[src/rtl/fetch_packer.sv]
// Packs fetch beats (PC, aligned instruction pair, per-slot prediction) into decode packages and buffers them in a FIFO.
// Optional same-cycle bypass of an empty FIFO is enabled by defining FETCH_PACKER_BYPASS_EN.
module fetch_packer #(
    parameter int DEPTH = 4
) (
    input  logic                     clk,
    input  logic                     rst,
    input  logic                     flush_i,
    input  logic                     fetch_valid_i,
    output logic                     fetch_ready_o,
    input  logic [31:0]              fetch_pc_i,
    input  logic [63:0]              fetch_data_i,
    input  logic [1:0]               pred_br_i,
    input  logic [1:0]               pred_taken_i,
    output logic                     package_valid_o,
    input  logic                     package_ready_i,
    output logic [127:0]             inst_package_o,
    output logic [$clog2(DEPTH):0]   fifo_count_o
);

    localparam int AW = $clog2(DEPTH);
    localparam int CW = AW + 1;

    // A predicted-taken low slot kills the high slot; an odd-word PC only carries the high word.
    function automatic logic [127:0] pack_beat(
        input logic [31:0] pc,
        input logic [63:0] data,
        input logic [1:0]  br,
        input logic [1:0]  tk
    );
        logic [31:0] inst1;
        logic [31:0] inst2;
        logic        v2;
        logic        br1;
        logic        tk1;
        logic        br2;
        logic        tk2;
        if (pc[2] == 1'b0) begin
            inst1 = data[31:0];
            br1   = br[0];
            tk1   = br[0] & tk[0];
            v2    = ~tk1;
            br2   = v2 & br[1];
            tk2   = br2 & tk[1];
        end else begin
            inst1 = data[63:32];
            br1   = br[1];
            tk1   = br[1] & tk[1];
            v2    = 1'b0;
            br2   = 1'b0;
            tk2   = 1'b0;
        end
        inst2 = v2 ? data[63:32] : 32'h0000_0000;
        return {pc[31:2], 2'b00, inst1, inst2, 1'b1, v2, br1, tk1, br2, tk2, 26'd0};
    endfunction

    logic [127:0]  mem_r [DEPTH];
    logic [AW-1:0] wr_ptr_r;
    logic [AW-1:0] rd_ptr_r;
    logic [CW-1:0] count_r;

    logic [127:0]  packed_s;
    logic          have_head_s;
    logic          bypass_s;
    logic          enq_s;
    logic          deq_s;

    assign packed_s    = pack_beat(fetch_pc_i, fetch_data_i, pred_br_i, pred_taken_i);
    assign have_head_s = rst & (count_r != {CW{1'b0}});

`ifdef FETCH_PACKER_BYPASS_EN
    assign bypass_s = rst & fetch_valid_i & ~flush_i & (count_r == {CW{1'b0}});
`else
    assign bypass_s = 1'b0;
`endif

    assign fetch_ready_o = rst & ~flush_i & (count_r < CW'(DEPTH));
    // A bypassed beat taken by decode in the same cycle never occupies an entry.
    assign enq_s         = fetch_valid_i & fetch_ready_o & ~(bypass_s & package_ready_i);
    assign deq_s         = have_head_s & package_ready_i;

    // Output selection: buffered head first, then the bypassed beat, else zero.
    always_comb begin
        package_valid_o = have_head_s | bypass_s;
        inst_package_o  = 128'd0;
        if (have_head_s) begin
            inst_package_o = mem_r[rd_ptr_r];
        end else if (bypass_s) begin
            inst_package_o = packed_s;
        end else begin
            inst_package_o = 128'd0;
        end
    end

    assign fifo_count_o = rst ? count_r : {CW{1'b0}};

    // Entry storage is written only on an accepted beat and never needs clearing.
    always_ff @(posedge clk) begin
        if (enq_s) begin
            mem_r[wr_ptr_r] <= packed_s;
        end
    end

    // Pointer and occupancy tracking; reset and flush both empty the queue.
    always_ff @(posedge clk) begin
        if (!rst) begin
            wr_ptr_r <= {AW{1'b0}};
            rd_ptr_r <= {AW{1'b0}};
            count_r  <= {CW{1'b0}};
        end else if (flush_i) begin
            wr_ptr_r <= {AW{1'b0}};
            rd_ptr_r <= {AW{1'b0}};
            count_r  <= {CW{1'b0}};
        end else begin
            if (enq_s) begin
                wr_ptr_r <= wr_ptr_r + AW'(1);
            end
            if (deq_s) begin
                rd_ptr_r <= rd_ptr_r + AW'(1);
            end
            case ({enq_s, deq_s})
                2'b10:   count_r <= count_r + CW'(1);
                2'b01:   count_r <= count_r - CW'(1);
                default: count_r <= count_r;
            endcase
        end
    end

endmodule

[config.mk]
export PLATFORM = sky130hd
export DESIGN_NAME = fetch_packer
export DESIGN_NICKNAME = d
export VERILOG_FILES = /design/src/rtl/fetch_packer.sv
export SDC_FILE = /design/constraint.sdc
export NUM_CORES = 1
export LEC_CHECK = 0
export ABC_AREA = 0
export CAP_MARGIN = 10
export CORE_MARGIN = 2
export CORE_UTILIZATION = 54
export CTS_CLUSTER_SIZE = 10
export DETAILED_ROUTE_END_ITERATION = 6
export MAX_ROUTING_LAYER = met4
export PLACE_DENSITY = 0.79
export SYNTH_ARGS = -nofsm -noshare
export SYNTH_HDL_FRONTEND = slang
export SYNTH_SLANG_ARGS = --single-unit
[constraint.sdc]
create_clock -name clk -period 6.3 [get_ports clk]
set_input_delay 1.89 -clock clk [delete_from_list [all_inputs] [get_ports clk]]
set_output_delay 1.89 -clock clk [all_outputs]
set_load 0.05 [all_outputs]
==> results of run 1 <==
==> power breakdown <==
part	internal (µW)	leakage [µW]	switching (µW)
clock	1330	0.000598	924
combinational	117	0.00212	160
sequential	3000	0.00367	7.63
total	4450	0.00639	1090
==> per-layer routing <==
metal | vias to the layer above | share of wire (%) | GRT usage, %
li1 | 3509 | - | -
met3 | 52 | 6.2 | 4.26
met4 | 0 | 1.8 | 5.60
met2 | 276 | 51 | 34.5
met1 | 4071 | 41 | 27.0
met5 | - | 0 | -
==> worst max-delay path: stages <==
cell and delay (ns):
clkdlybuf4s50_1 0.55, o31a_2 0.25, buf_12 0.23, and2_1 0.21, clkdlybuf4s50_1 0.81
==> area by class of cell <==
class / count / area, µm²
clock buffer: 58 / 1220
sequential: 405 / 12100
antenna: 1 / 2.50
fill: 1938 / 9760
multi-input combinational: 334 / 3860
clock inverter: 2 / 12.5
inverter: 7 / 26.3
timing repair buffer: 217 / 2190
tap: 390 / 488
==> state kept, by name (all words and copies together) (netlist names), named ones only <==
| register | count |
|---|---|
| wr_ptr_r | 2 |
| rd_ptr_r | 2 |
| mem_r | 396 |
| count_r | 3 |
==> cells by family (layout without fill, tap and decap cells) <==
group	after synthesis	after routing
buffers and inverters	77	284
muxes	132	132
adders and majority gates	6	6
AOI/OAI and AO/OA	10	10
other	1	29
DFF	405	405
and+or+nand+nor	154	154
xor gates and xnor gates	4	4
==> layout by cell type (no fill, tap or decap), types with 3 or more instances in the layout <==
cell	instances
edfxtp_1	396
clkdlybuf4s50_1	181
and2_1	135
mux4_2	99
clkbuf_16	47
mux2_2	33
conb_1	28
buf_4	26
clkbuf_1	11
buf_12	9
inv_1	7
nor2_1	7
dfxtp_1	7
ha_1	5
and2_4	4
xor2_1	4
o21ai_0	3
==> stage by stage <==
| stage | instance area [µm²] | hold slack [ns] | setup slack, ns |
|---|---|---|---|
| 5_1_grt | 19900 | 0.537 | 0.342 |
| 3_3_place_gp | 18600 | 0.499 | 0.423 |
| 2_1_floorplan | 16400 | 0.475 | 1.03 |
| 4_1_cts | 19900 | 0.515 | 0.407 |
| 6_report | 19900 | 0.514 | 0.421 |
| 3_5_place_dp | 18600 | 0.501 | 0.411 |
==> final timing paths <==
check	startpoint	to	slack, ns	cells past startpoint
worst max-delay path	rst	inst_package_o[40]	0.42	5
worst max register to register	count_r[2]	mem_r[0][2]	3.96	3
worst min-delay path	wr_ptr_r[0]	wr_ptr_r[0]	0.51	1
worst min register to register	wr_ptr_r[0]	wr_ptr_r[0]	0.51	1
==> qor.csv, run 1 <==
metric;value;unit
grt_pass1_wl;47700;µm
synthArstFlopShare;0;%
drive_above_1_share;22.0;%
synth_top_area_share;73.2;%
yosysUniqueCellTypes;28;
initial_utilization;54.8;%
cts_tree;yes;
p_leak;0.00639;µW
cts_buffer_depth;3;
finalHoldViolations;0;
antenna_found_initial;1;
dieArea;0.0315;mm²
worst-setup-path-type;input port to output port;
post-dp-hpwl;18200;µm
critical_path_arrival;3.99;ns
final.setup_skew;0.0189;ns
yosys.area.top_type;edfxtp_1;
io_pins;238;
wirelength;31700;µm
drc;0;
grt_max_degree;100;
core-area;0.0296;mm²
rsz0062_at_grt;false;
firstDrtPassIters;4;
row_count;63;
fin_crit_sh;93.3;%
num_vias;7908;
synthTopCellsByArea;edfxtp_1 (73%), mux4_2 (14%), and2_1 (5.4%);
slew_violations;0;
netlist_area;0.0162;mm²
powerDensity;279;mW/mm²
max_cap_viol_count;0;
cts.sinks;405;
vdd_ir_drop_max;0.000219;V
syn_area_per_cell;20.6;µm²
tightest_slew;1.00;ns
power;5540;µW
ys_dominant_reg_cell;edfxtp_1;
clk_pin_slew_worst_paths;0.06;ns
final_util;67.1;%
netlist_instances;789;
dpl.cell_count;1353;
synth_top_family_by_area;multiplexers;
muxShareOfSynthArea;16.0;%
yosys_warnings;0;
setup_viol;0;
crit_path_max_fanout;55;
drt_iter0_drc;608;
critPathLaunchType;input port;
final.setup.tns;0;ns
post-cts-setup-buffers;0;
cts_hold_buf;0;
status;finished, final reports clean;
io_buffers;207;
grt.total_usage;21.0;%
ant_nets;0;
die_y;177;µm
worstHoldPathType;register to register;
yosys.area_share.simple;5.82;%
ys_ff_latch;405;
synth_compound_area_share;0.393;%
h-tree-depth;2;
wl_per_cell;22.4;µm
grt_pass1_vias;8361;
critPathCaptureType;output port;
cts_root_buffer;clkbuf_16;
vias_per_cell;5.59;
clk_latency;0.53;ns
required;4.41;ns
die_x;177;µm
syn_to_final_growth;22.3;%
synth-seq-area-share;74.3;%
synth_edf_count;396;
cts_resized;0;
grt_overflow;0;
synth_common_cells;edfxtp_1 (396), and2_1 (139), mux4_2 (99), mux2_2 (33), buf_4 (29);
synth_xor_xnor_area_share;0.216;%
maxSlewHeadroom;33.1;%
fin_cells;1414;
period_needed;5.88;ns
fmax;0.170;GHz
synth-adder-area-share;0.508;%
yosysMostFrequentCell;edfxtp_1;
finalWeightedCongestion;0.723;
cts_buffers;46;
layout.nets;1122;
(Power assumes the default switching activity.)
==> run 2, diff against run 1 <==
CAP_MARGIN = 30   (was 10)
==> run 2 against run 1 <==
Die area unchanged. First-iteration DRC count decreased by 6.1%. Power about the same. Cell count unchanged. Combinational power about the same. Worst hold slack improved by 0.0058 ns. Utilization increased by 0.080 points. Wire length increased by 0.43%. Sequential cell count unchanged. Largest cell class unchanged. Largest power group unchanged.
==> qor.csv, run 2 (synthesis results as in run 1) <==
metric;value;unit;change
status;finished, final reports clean;;
drc;0;;unchanged
critical_path_arrival;4.00;ns;about the same
io_pins;238;;unchanged
wl_per_cell;22.5;µm;+0.43%
rr_endpoint;mem_r[0][2];;
cts_resized;0;;unchanged
drt_iter0_drc;571;;-6.1%
wirelength;31900;µm;+0.43%
fin_cells;1414;;unchanged
p_leak;0.00640;µW;+0.17%
clk_pin_slew_worst_paths;0.05;ns;about the same
r2r_start;count_r[2];;
fmax;0.170;GHz;-0.18%
finalHoldViolations;0;;unchanged
setup_viol;0;;unchanged
core-area;0.0296;mm²;unchanged
grt_max_degree;100;;unchanged
syn_to_final_growth;22.5;%;
cts.sinks;405;;unchanged
post-dp-hpwl;18400;µm;+0.90%
grt.total_usage;21.2;%;+0.26 points
largest_register;mem_r;;
final.setup_skew;0.0120;ns;-0.00686 ns
slew_violations;0;;unchanged
io_buffers;207;;unchanged
cts_buffers;46;;unchanged
max_cap_viol_count;0;;unchanged
worst-setup-path-type;input port to output port;;
grt_pass1_wl;48100;µm;+0.78%
worstHoldPathType;register to register;;
num_vias;7914;;+0.076%
firstDrtPassIters;4;;unchanged
ff2ff_path_depth;3;;unchanged
die_y;177;µm;unchanged
dieArea;0.0315;mm²;unchanged
fin_crit_sh;93.5;%;+0.17 points
die_x;177;µm;unchanged
cp-startpoint;rst;;
cts_hold_buf;0;;unchanged
layout_commonest_cell;edfxtp_1;;
cts_buffer_depth;3;;unchanged
dpl.cell_count;1354;;+0.074%
largest_reg_flops;396;;unchanged
finalWeightedCongestion;0.723;;unchanged
cts_tree;yes;;
critPathLaunchType;input port;;
required;4.41;ns;about the same
vias_per_cell;5.60;;about the same
layout.nets;1123;;+0.089%
timing.final.ws_setup;0.410;ns;-0.0106 ns
crit_path_max_fanout;55;;unchanged
initial_utilization;54.8;%;unchanged
grt_overflow;0;;unchanged
period_needed;5.89;ns;+0.0106 ns
h-tree-depth;2;;unchanged
row_count;63;;unchanged
rrSetupSlack;3.97;ns;about the same
maxSlewHeadroom;36.6;%;+3.5 points
clk_latency;0.53;ns;about the same
tightest_slew;0.951;ns;-0.0501 ns
rsz0062_at_grt;false;;
mostFrequentLayoutCells;edfxtp_1 (396), clkdlybuf4s50_1 (181), and2_1 (135), mux4_2 (99), clkbuf_16 (47);;
final.setup.tns;0;ns;unchanged
antenna_found_initial;1;;unchanged
grt_pass1_vias;8399;;+0.45%
ant_nets;0;;unchanged
critPathCaptureType;output port;;
drive_above_1_share;22.1;%;+0.098 points
endpoint;inst_package_o[40];;
dp_slack;0.423;ns;+0.0127 ns
post-cts-setup-buffers;0;;unchanged
vdd_ir_drop_max;0.000203;V;-7.2%
cts_root_buffer;clkbuf_16;;
largest_registers;mem_r: 396 flops, count_r: 3 flops;;
powerDensity;278;mW/mm²;-0.12%
-- run 2: cell types whose count changed in the layout (fill, tap and decap cells not counted), sizes merged --
cell,change
clkinv,-1
buf,+1
-- run 2: layout make-up --
| class | count | area, µm² |
|---|---|---|
| Clock inverter | 1 | 8.76 |
| Tap cell | 390 | 488 |
| Timing Repair Buffer | 218 | 2220 |
| Fill cell | 1944 | 9740 |
| Sequential cell | 405 | 12100 |
| Inverter | 7 | 26.3 |
| Antenna cell | 1 | 2.50 |
| Clock buffer | 58 | 1220 |
| Multi-Input combinational cell | 334 | 3860 |
-- run 2: worst min-delay path by stage --
stage	from	end	slack, ns	depth (start not counted)
floorplan	wr_ptr_r[0]	wr_ptr_r[0]	0.48	1
global placement	wr_ptr_r[0]	wr_ptr_r[0]	0.50	1
detailed placement	wr_ptr_r[0]	wr_ptr_r[0]	0.51	1
CTS	wr_ptr_r[0]	wr_ptr_r[0]	0.52	1
global route	wr_ptr_r[0]	wr_ptr_r[0]	0.54	1
finish	wr_ptr_r[0]	wr_ptr_r[0]	0.52	1
-- run 2: through the flow --
step                utilization (%)  cell area, µm²  hold slack [ns]  total power, µW
CTS                            67.1           19900            0.518             5590
floorplan                         -           16400            0.475             3230
finish                         67.1           19900            0.520             5540
detailed placement             63.0           18700            0.505             3340
global placement               62.9           18600            0.499             3330
global route                   67.1           19900            0.539             5710
-- run 2: layer usage --
metal / up-vias / global-route usage (%) / part of all wire [%]
li1: 3500 / - / -
met1: 4105 / 27.2 / 41
met2: 260 / 35.0 / 51
met3: 49 / 4.50 / 6.3
met4: 0 / 5.43 / 1.9
met5: - / - / 0
-- run 2: power breakdown --
group	internal [µW]	switching, µW	total (µW)
clock network	1330	922	2250
registers	3000	7.72	3010
logic	119	161	280
total	4450	1090	5540
-- run 2: worst max-delay path, stage by stage --
cell             delay, ns
clkdlybuf4s50_1       0.55
o31a_2                0.25
buf_12                0.23
and2_1                0.21
clkdlybuf4s50_1       0.82
==> run 3, diff against run 2 <==
CAP_MARGIN = 20   (was 30)
REMOVE_ABC_BUFFERS = 1   (was unset)
==> run 3 against run 2 <==
Utilization shrank 0.29 points. Die area unchanged. Count of clock-buffer cells in the layout stayed put. Fmax grew 5.9%. Non-clock buffer count rose by 6. Sequential share of layout area increased by 0.26 points. Global-route usage decreased by 0.78 points. Critical path depth down 1. Clock skew shrank 0.0014 ns. Sequential cell count unchanged. Worst hold slack got worse by 0.0026 ns. Critical path type unchanged. Critical endpoint is now fetch_ready_o. Largest cell class unchanged. Largest power group unchanged.
==> qor.csv, run 3 (synthesis results as in run 1) <==
metric;value;unit;change
hold_path_depth;1;;unchanged
finalWeightedCongestion;0.754;;+4.3%
powerDensity;282;mW/mm²;+1.1%
worstHoldPathType;register to register;;
setup_viol;0;;unchanged
power_frac_comb;4.9;%;about the same
row_count;63;;unchanged
maxSlewHeadroom;35.9;%;-0.70 points
die_x;177;µm;unchanged
io_buffers;207;;unchanged
drc;0;;unchanged
critical_path_arrival;3.67;ns;-0.33 ns
cts.sinks;405;;unchanged
syn_to_final_growth;21.9;%;
ant_nets;0;;unchanged
cts_tree;yes;;
wirelength;30900;µm;-3.0%
rr_endpoint;mem_r[3][19];;
hold_slack;0.517;ns;-0.00257 ns
largest_register;mem_r;;
cts_root_buffer;clkbuf_16;;
grt_pass1_vias;8416;;+0.20%
rsz0062_at_grt;false;;
fin_crit_sh;88.3;%;-5.2 points
clk_pin_slew_worst_paths;0.05;ns;about the same
multi_input_area;0.00386;mm²;unchanged
power.switching;1090;µW;-0.36%
cp_slowest_cell;clkdlybuf4s50_1;;
seqPwrFrac;53.9;%;-0.4 points
p_int;4490;µW;+0.97%
grt_pass1_wl;46900;µm;-2.4%
cts_resized;0;;unchanged
cts_buffer_depth;3;;unchanged
period_needed;5.56;ns;-0.327 ns
final.setup.tns;0;ns;unchanged
critPathCaptureType;output port;;
finalHoldViolations;0;;unchanged
vias_per_cell;5.59;;about the same
clkPwrFrac;41.2;%;+0.5 points
tightest_slew;0.961;ns;+0.0104 ns
fin_area;0.0198;mm²;-0.43%
slew_violations;0;;unchanged
grt_overflow;0;;unchanged
dieArea;0.0315;mm²;unchanged
drive_above_1_share;30.1;%;+8.0 points
swShare;19.5;%;-0.21 points
critPathLaunchType;input port;;
required;4.41;ns;about the same
grt.total_usage;20.4;%;-0.78 points
mostFrequentLayoutCells;edfxtp_1 (396), and2_1 (135), buf_4 (107), clkdlybuf4s50_1 (105), mux4_2 (99);;
crit_family;buffers and inverters;;
firstDrtPassIters;5;;+1
status;finished, final reports clean;;
max_cap_viol_count;0;;unchanged
whs_endpoint;wr_ptr_r[0];;
num_vias;7958;;+0.56%
cts_buffers;46;;unchanged
cts_hold_buf;0;;unchanged
largest_registers;mem_r: 396 flops, count_r: 3 flops;;
critPathBufInv;2;;-1
hold_path.startpoint;wr_ptr_r[0];;
layout.nets;1129;;+0.53%
io_pins;238;;unchanged
r2r_start;count_r[2];;
initial_utilization;54.8;%;unchanged
h-tree-depth;2;;unchanged
crit_path_cell_trace;clkdlybuf4s50_1 > nand2b_1 > nor2_1 > clkdlybuf4s50_1;;
crit_path_max_fanout;9;;-84%
clk_latency;0.52;ns;about the same
worst-setup-path-type;input port to output port;;
layout_commonest_cell;edfxtp_1;;
p_leak;0.00661;µW;+3.3%
fmax;0.180;GHz;+5.9%
vdd_ir_drop_max;0.000206;V;+1.5%
regArea;0.0121;mm²;unchanged
drt_iter0_drc;635;;+11%
place_area;0.0185;mm²;-0.86%
grt_max_degree;102;;+2.0%
max_stage_delay;0.82;ns;about the same
post-cts-setup-buffers;0;;unchanged
rrSetupSlack;3.91;ns;-0.06 ns
post-dp-hpwl;17400;µm;-5.2%
fillCellCount;1918;;-1.3%
antenna_found_initial;4;;+3
core-area;0.0296;mm²;unchanged
largest_reg_flops;396;;unchanged
wl_per_cell;21.7;µm;-3.6%
cp_common_cell;clkdlybuf4s50_1;;
die_y;177;µm;unchanged
ff2ff_path_depth;3;;unchanged
final.setup_skew;0.0107;ns;-0.00136 ns
## run 3: power groups by stage
stage | Sequential, µW | Combinational, µW | Clock [µW]
2_1_floorplan | 3060 | 146 | 0
4_1_cts | 3010 | 276 | 2340
3_5_place_dp | 3060 | 274 | 0
6_report | 3010 | 276 | 2300
3_3_place_gp | 3060 | 267 | 0
5_1_grt | 3010 | 296 | 2440
## run 3: worst register-to-register path, stage by stage, from the launching register on
cell and delay, ns:
dfxtp_1 0.37, and4bb_2 0.44, and2_4 0.78, buf_4 0.46
## run 3: layer usage
| layer | track usage (%) | wire length [µm] | part of all wire (%) |
|---|---|---|---|
| met1 | 27.0 | 13000 | 42 |
| met2 | 32.6 | 15200 | 49 |
| met3 | 5.14 | 2390 | 7.7 |
| met5 | - | 0 | 0 |
| met4 | 4.41 | 400 | 1.3 |
## run 3: per-stage QoR
stage / setup slack, ns / instances / power, µW / util, %
after floorplan: -0.705 / 746 / 3210 / -
after global placement: 0.759 / 1359 / 3330 / 62.4
after detailed placement: 0.742 / 1359 / 3330 / 62.4
after CTS: 0.732 / 1418 / 5620 / 66.7
after global routing: 0.665 / 1423 / 5740 / 66.8
final: 0.737 / 1423 / 5580 / 66.8
## run 3: worst max-delay path by stage
stage                                      to  cells past startpoint  slack, ns  startpoint
final                           fetch_ready_o                      4       0.74         rst
after global routing            fetch_ready_o                      4       0.66         rst
after CTS                       fetch_ready_o                      4       0.73         rst
after detailed placement        fetch_ready_o                      4       0.74         rst
after global placement          fetch_ready_o                      4       0.76         rst
after floorplan           inst_package_o[100]                      2      -0.71    register
## run 3: area by class of cell
class / instances / area share [%]
timing repair buffer: 224 / 10.5
tap: 390 / 2.46
multi-input combinational: 334 / 19.5
clock buffer: 58 / 6.36
sequential: 405 / 61.0
inverter: 7 / 0.133
clock inverter: 1 / 0.0253
antenna: 4 / 0.0505
